**src/rtl/load_store_unit.sv**
```systemverilog
// load_store_unit: requester-side driver for the data memory port.
// Accepts one load/store per transaction, rejects misaligned or illegal-size
// requests, issues a single-cycle MemRead/MemWrite strobe, extends load data
// and returns the result through a valid/ready response handshake.
module load_store_unit #(
    parameter int FAULT_CNT_W = 16
) (
    input  logic                   Clk,
    input  logic                   Rst,
    input  logic                   ReqValid,
    output logic                   ReqReady,
    input  logic                   ReqIsStore,
    input  logic [1:0]             ReqSize,
    input  logic                   ReqUnsigned,
    input  logic [31:0]            ReqAddr,
    input  logic [31:0]            ReqWData,
    output logic                   RespValid,
    input  logic                   RespReady,
    output logic [31:0]            RespData,
    output logic                   RespFault,
    output logic [FAULT_CNT_W-1:0] FaultCount,
    output logic [31:0]            MemAddress,
    output logic [31:0]            MemWriteData,
    output logic                   MemWrite,
    output logic                   MemRead,
    output logic [1:0]             MemByteSel,
    input  logic [31:0]            MemReadData
);

    typedef enum logic [1:0] {
        IDLE,
        ACCESS,
        RESP
    } state_t;

    state_t      state;
    logic        lat_unsigned;
    logic        req_fault;
    logic [31:0] store_data;
    logic [31:0] load_data;

    // Decide whether the request at the port is misaligned or has an illegal size
    always_comb begin
        req_fault = 1'b0;
        case (ReqSize)
            2'b00:   req_fault = (ReqAddr[1:0] != 2'b00);
            2'b11:   req_fault = ReqAddr[0];
            2'b01:   req_fault = 1'b0;
            default: req_fault = 1'b1;
        endcase
    end

    // Mask store data to the access width, zeroing the unused upper bits
    always_comb begin
        store_data = ReqWData;
        case (ReqSize)
            2'b01:   store_data = {24'd0, ReqWData[7:0]};
            2'b11:   store_data = {16'd0, ReqWData[15:0]};
            default: store_data = ReqWData;
        endcase
    end

    // Extend the returned byte/half using the latched size (held on MemByteSel)
    always_comb begin
        load_data = MemReadData;
        case (MemByteSel)
            2'b01: begin
                if (lat_unsigned)
                    load_data = {24'd0, MemReadData[7:0]};
                else
                    load_data = {{24{MemReadData[7]}}, MemReadData[7:0]};
            end
            2'b11: begin
                if (lat_unsigned)
                    load_data = {16'd0, MemReadData[15:0]};
                else
                    load_data = {{16{MemReadData[15]}}, MemReadData[15:0]};
            end
            default: load_data = MemReadData;
        endcase
    end

    assign ReqReady = (state == IDLE);

    // Transaction FSM with all memory-side and response-side outputs registered
    always_ff @(posedge Clk) begin
        if (Rst) begin
            state        <= IDLE;
            lat_unsigned <= 1'b0;
            RespValid    <= 1'b0;
            RespData     <= '0;
            RespFault    <= 1'b0;
            FaultCount   <= '0;
            MemAddress   <= '0;
            MemWriteData <= '0;
            MemWrite     <= 1'b0;
            MemRead      <= 1'b0;
            MemByteSel   <= 2'b00;
        end else begin
            case (state)
                IDLE: begin
                    if (ReqValid) begin
                        lat_unsigned <= ReqUnsigned;
                        if (req_fault) begin
                            state     <= RESP;
                            RespValid <= 1'b1;
                            RespFault <= 1'b1;
                            RespData  <= '0;
                            if (FaultCount != {FAULT_CNT_W{1'b1}})
                                FaultCount <= FaultCount + 1'b1;
                        end else begin
                            state        <= ACCESS;
                            MemAddress   <= ReqAddr;
                            MemByteSel   <= ReqSize;
                            MemWriteData <= store_data;
                            MemWrite     <= ReqIsStore;
                            MemRead      <= ~ReqIsStore;
                        end
                    end
                end
                ACCESS: begin
                    state     <= RESP;
                    MemWrite  <= 1'b0;
                    MemRead   <= 1'b0;
                    RespValid <= 1'b1;
                    RespFault <= 1'b0;
                    RespData  <= MemRead ? load_data : 32'd0;
                end
                RESP: begin
                    if (RespReady) begin
                        state     <= IDLE;
                        RespValid <= 1'b0;
                    end
                end
                default: state <= IDLE;
            endcase
        end
    end

endmodule

```
**config.mk**
```make
export PLATFORM = sky130hd
export DESIGN_NAME = load_store_unit
export DESIGN_NICKNAME = d
export VERILOG_FILES = /design/src/rtl/load_store_unit.sv
export SDC_FILE = /design/constraint.sdc
export NUM_CORES = 1
export LEC_CHECK = 0
export CORE_ASPECT_RATIO = 1.2
export CORE_UTILIZATION = 41
export DETAILED_ROUTE_END_ITERATION = 8
export GPL_TIMING_DRIVEN = 0
export HOLD_SLACK_MARGIN = 0.12
export PLACE_DENSITY = 0.8
export SETUP_SLACK_MARGIN = 0.15
export SLEW_MARGIN = 0
export SYNTH_ARGS = -nofsm -noshare
export SYNTH_HDL_FRONTEND = slang
export SYNTH_SLANG_ARGS = --single-unit
export TNS_END_PERCENT = 5
```
**constraint.sdc**
```tcl
create_clock -name Clk -period 1.9 [get_ports Clk]
set_input_delay 0.19 -clock Clk [delete_from_list [all_inputs] [get_ports Clk]]
set_output_delay 0.19 -clock Clk [all_outputs]
set_load 0.05 [all_outputs]
```
## Word level (Yosys, flattened, before mapping)

Cells that the tools add are included.

- RAM bits: 0
- Output and inout port bits: 119
- Memories: 0
- Logic and storage cells: 61
- Flip-flop bits (word level): 121
- Memory bits (read-only): 0
- Bits in latches: 0

- Muxes and demuxes: 24
- Shift-type cells: 0
- Add/subtract/negate cells: 1
- Reductions and logical operators: 12
- Eq/ne operators: 11
- Bitwise gates (word level): 2
- Magnitude comparators: 0
- Divide/modulo/power cells: 0
- $mul: 0

Operators by type and width:

| operator | count |
|---|---|
| 32-bit one-hot mux with 2 select lines | 3 |
| 32-bit 2-to-1 mux | 5 |
| 16-bit by 1-bit adder with 16-bit output (second input constant) | 1 |
| 16-bit != test (second input constant) | 1 |
| 3-bit AND reduction | 3 |
| 4-bit AND reduction | 2 |
| 1-bit 2-to-1 mux | 7 |
| 2-bit by 1-bit == test with 1-bit output (second input constant) | 3 |
| 2-bit == test (second input constant) | 3 |
| 2-bit 2-to-1 mux | 3 |
| 2-bit != test (second input constant) | 3 |
| 1-bit one-hot mux with 2 select lines | 3 |
| 1-bit one-hot mux with 3 select lines | 2 |
| 2-bit one-hot mux with 3 select lines | 1 |
| 2-bit logical NOT | 2 |
| 2-bit AND reduction | 2 |
| 2-bit nonzero test | 2 |
| 3-bit nonzero test | 1 |
| 2-bit by 1-bit != test with 1-bit output (second input constant) | 1 |
| 1-bit inverter | 2 |

## Logic depth before layout (Yosys ltp)

- Depth in word-level cells: 5
- Gate-level depth with buffers: 7
- Mapped depth without buffers: 5

## Worst setup path before layout

No wires, ideal clock.

- Path type: reg-to-reg
- Start: register FaultCount[0]
- End: register FaultCount[14]
- Path slack: -0.296 ns
- Buffers on the path: 1
- Required time: 1.779 ns
- Stages on the path, launching flop included: 7
- Setup time: 0.121 ns
- Period minus slack after synthesis: 2.196 ns
- Data arrival time: 2.075 ns
- Cell sequence: dfxtp_1 -> ha_1 -> nand3_1 -> or2_1 -> buf_6 -> nor4_1 -> mux2_2

- Longest elaborated chain between the ends: 2
- Elaborated cells on any way between the ends: 3
- Those cells by class: 1 x add/sub; 1 x eq/ne; 1 x reduce/logical

RTL lines:

| element | RTL line | source |
|---|---|---|
| from (decl) | 21 | `output logic [FAULT_CNT_W-1:0] FaultCount,` |
| from (signal assigned) | 110 | `FaultCount <= FaultCount + 1'b1;` |
| parallel branches: the longest is 2 deep, another holds 16-bit by 1-bit adder with 16-bit output | n/a |  |

Several ways; the timed one is not identified.
A chain may end at the register's enable or synchronous reset.

## Worst setup path in the final report

- Start: register FaultCount[3]
- End: output port FaultCount[3]

No word-level cell between the ends.

==> impl_metrics.json <==
{
  "clk_pin_slew_worst_paths_ns": 0.05,
  "final_common_cell": "clkdlybuf4s50_1",
  "clk_path_buf_depth": 2,
  "drive_above_1_share": 0.140,
  "track_usage": 0.262,
  "fin_util": 0.716,
  "overflow": 0,
  "io-pin-count": 223,
  "ys_ff_latch": 121,
  "start_kind": "flop",
  "rsz0062_at_grt": "yes",
  "finalCritPeriodShare": 0.957,
  "grt_pass1_vias": 5089,
  "power_mw": 6.82,
  "ctsHtreeMaxLevel": 4,
  "syn_area_per_cell_um2": 8.68,
  "path_cells": "clkdlybuf4s50_1",
  "max_slew_margin": 0.628,
  "hold_class": "input port to flop",
  "antenna_cells": 0,
  "required_ns": 1.71,
  "die_h_um": 120,
  "gp_congestion": 0.823,
  "crit_arrival_ns": 1.63,
  "die_area_um2": 12000,
  "die_w_um": 100,
  "synth_cells": 548,
  "finalSetupViolations": 0,
  "grt_max_degree": 17,
  "max_stage_delay_ns": 0.82,
  "stdcell_count": 966,
  "path_buf_inv": 1,
  "drc": 0,
  "drt-initial-drc-count": 214,
  "synth.cell_area_um2": 4750,
  "cts_hold_buffers": 0,
  "numCtsBuffers": 17,
  "grt_first_pass_wirelength_um": 24300,
  "setup_slack_ns": 0.0822,
  "worst_pin_slew_ns": 0.556,
  "maxCapViolCount": 0,
  "initial_core_util": 0.427,
  "fillers": 816,
  "peakVddDrop_mv": 0.587,
  "dpl.hpwl_um": 11500,
  "critPathCaptureType": "output port",
  "fmax_ghz": 0.550,
  "critical_path.top_delay_family": "buffers and inverters",
  "vias_per_cell": 5.24,
  "synth_seq_area_share": 0.509,
  "hold_ws_ns": 0.324,
  "cts_tree": "done",
  "areaGrowthSynthToFinish_pct": 67.7,
  "port_buffers": 222,
  "rows": 42,
  "clock_latency_ns": 0.41,
  "cts_sinks": 121,
  "synth-edff-count": 0,
  "grt_antenna_before_repair": 0,
  "ys_warn_count": 0,
  "finalWirelength_um": 15800,
  "synth_nets": 653,
  "slew_viol_final": 0,
  "hold_viol": 0,
  "wl_per_cell_um": 16.4,
  "vias": 5061,
  "dp.cells": 924,
  "synth_flop_cell": "dfxtp_1",
  "period_minus_slack_ns": 1.82,
  "crit_type": "flop to output port",
  "final_area_um2": 7970,
  "fin_skew_ns": 0.00768,
  "root_buffer": "clkbuf_16",
  "power_density_nw_per_um2": 855,
  "critPathSlowestCell": "clkdlybuf4s50_1",
  "placed_area_um2": 7220,
  "synthArstFlopShare": 0,
  "leakage_nw": 2.83,
  "layout_common_cells": "clkdlybuf4s50_1, nand2_1, dfxtp_1",
  "outcome": "finished, final reports clean",
  "setup_tns_ns": 0,
  "pre_cts_ws_ns": -0.590,
  "critical_path.max_fanout": 8,
  "num-nets-final": 906,
  "core_um2": 11100,
  "synth.distinct_cells": 48,
  "dr.pass1.iters": 5,
  "antenna_left": 0
}
[synth_stat cells, types with 6 or more instances]
| master | n | area share |
|---|---|---|
| buf_2 | 10 | 0.011 |
| clkbuf_1 | 17 | 0.013 |
| nor2_1 | 27 | 0.021 |
| mux2_2 | 8 | 0.019 |
| dfxtp_1 | 121 | 0.51 |
| buf_4 | 6 | 0.0095 |
| o21ai_0 | 12 | 0.013 |
| nand3b_1 | 17 | 0.027 |
| nand2_1 | 125 | 0.099 |
| o2bb2ai_1 | 26 | 0.048 |
| nor2b_1 | 8 | 0.011 |
| a21oi_1 | 92 | 0.097 |
| nand3_1 | 16 | 0.017 |
| nor4_1 | 7 | 0.0092 |
[path summary, 6_finish.rpt]
check	cells past startpoint	slack, ns	startpoint	to
setup reg to reg	6	0.10	FaultCount[0]$_SDFFE_PP0P_	FaultCount[7]$_SDFFE_PP0P_
setup / recovery	1	0.08	FaultCount[3]$_SDFFE_PP0P_	FaultCount[3]
hold / removal	3	0.32	ReqWData[1]	MemWriteData[1]$_SDFFE_PP0P_
hold reg to reg	2	0.45	MemWriteData[22]$_SDFFE_PP0P_	MemWriteData[22]$_SDFFE_PP0P_
[cells by family after synthesis]
logic type	count (synthesis)	share of synthesized area
AND/OR/NAND/NOR	228	0.236
AO/OA/AOI/OAI	145	0.185
flip-flops	121	0.509
buffers and inverters	43	0.0445
multiplexers	10	0.0232
adder cells (fa/ha/maj)	1	0.00263
[state kept, by name (all words and copies together), names as in the netlist]
| name | count |
|---|---|
| MemRead | 1 |
| MemWrite | 1 |
| FaultCount | 16 |
| MemWriteData | 32 |
| MemAddress | 32 |
| RespValid | 1 |
| state | 2 |
| RespFault | 1 |
| RespData | 32 |
| MemByteSel | 2 |
| lat_unsigned | 1 |
[area by class of cell]
type,instances,area [um^2],area share
Multi-Input combinational cell,384,2210,0.277
Tap cell,154,193,0.0242
Timing Repair Buffer,234,2310,0.290
Sequential cell,121,2450,0.307
Buffer,40,239,0.0300
Clock inverter,9,100,0.0126
Clock buffer,21,460,0.0577
Inverter,3,11.3,0.00141
[layer usage]
| metal | vias to the layer above | share of wire | global-route usage | wire length (um) |
|---|---|---|---|---|
| met4 | 0 | 0.040 | 0.134 | 636 |
| li1 | 2425 | - | - | - |
| met2 | 218 | 0.50 | 0.449 | 7990 |
| met3 | 51 | 0.067 | 0.0938 | 1050 |
| met5 | - | 0 | 0 | 0 |
| met1 | 2367 | 0.39 | 0.280 | 6150 |
[where the power goes]
part	internal, mW	switching (mW)	leakage [nW]
Sequential	2.62	0.0487	0.990
Combinational	0.458	0.617	1.57
Clock	1.97	1.11	0.274
Total	5.05	1.77	2.83
[repair_timing]
action                                  4_1_cts  5_1_grt
pin swaps                                     2        7
setup buffers                                 4        8
resized for setup                            12       31
gates cloned                                  0        0
endpoints found under the setup margin      202      218
Note: power is estimated with default switching activity, not from simulation.
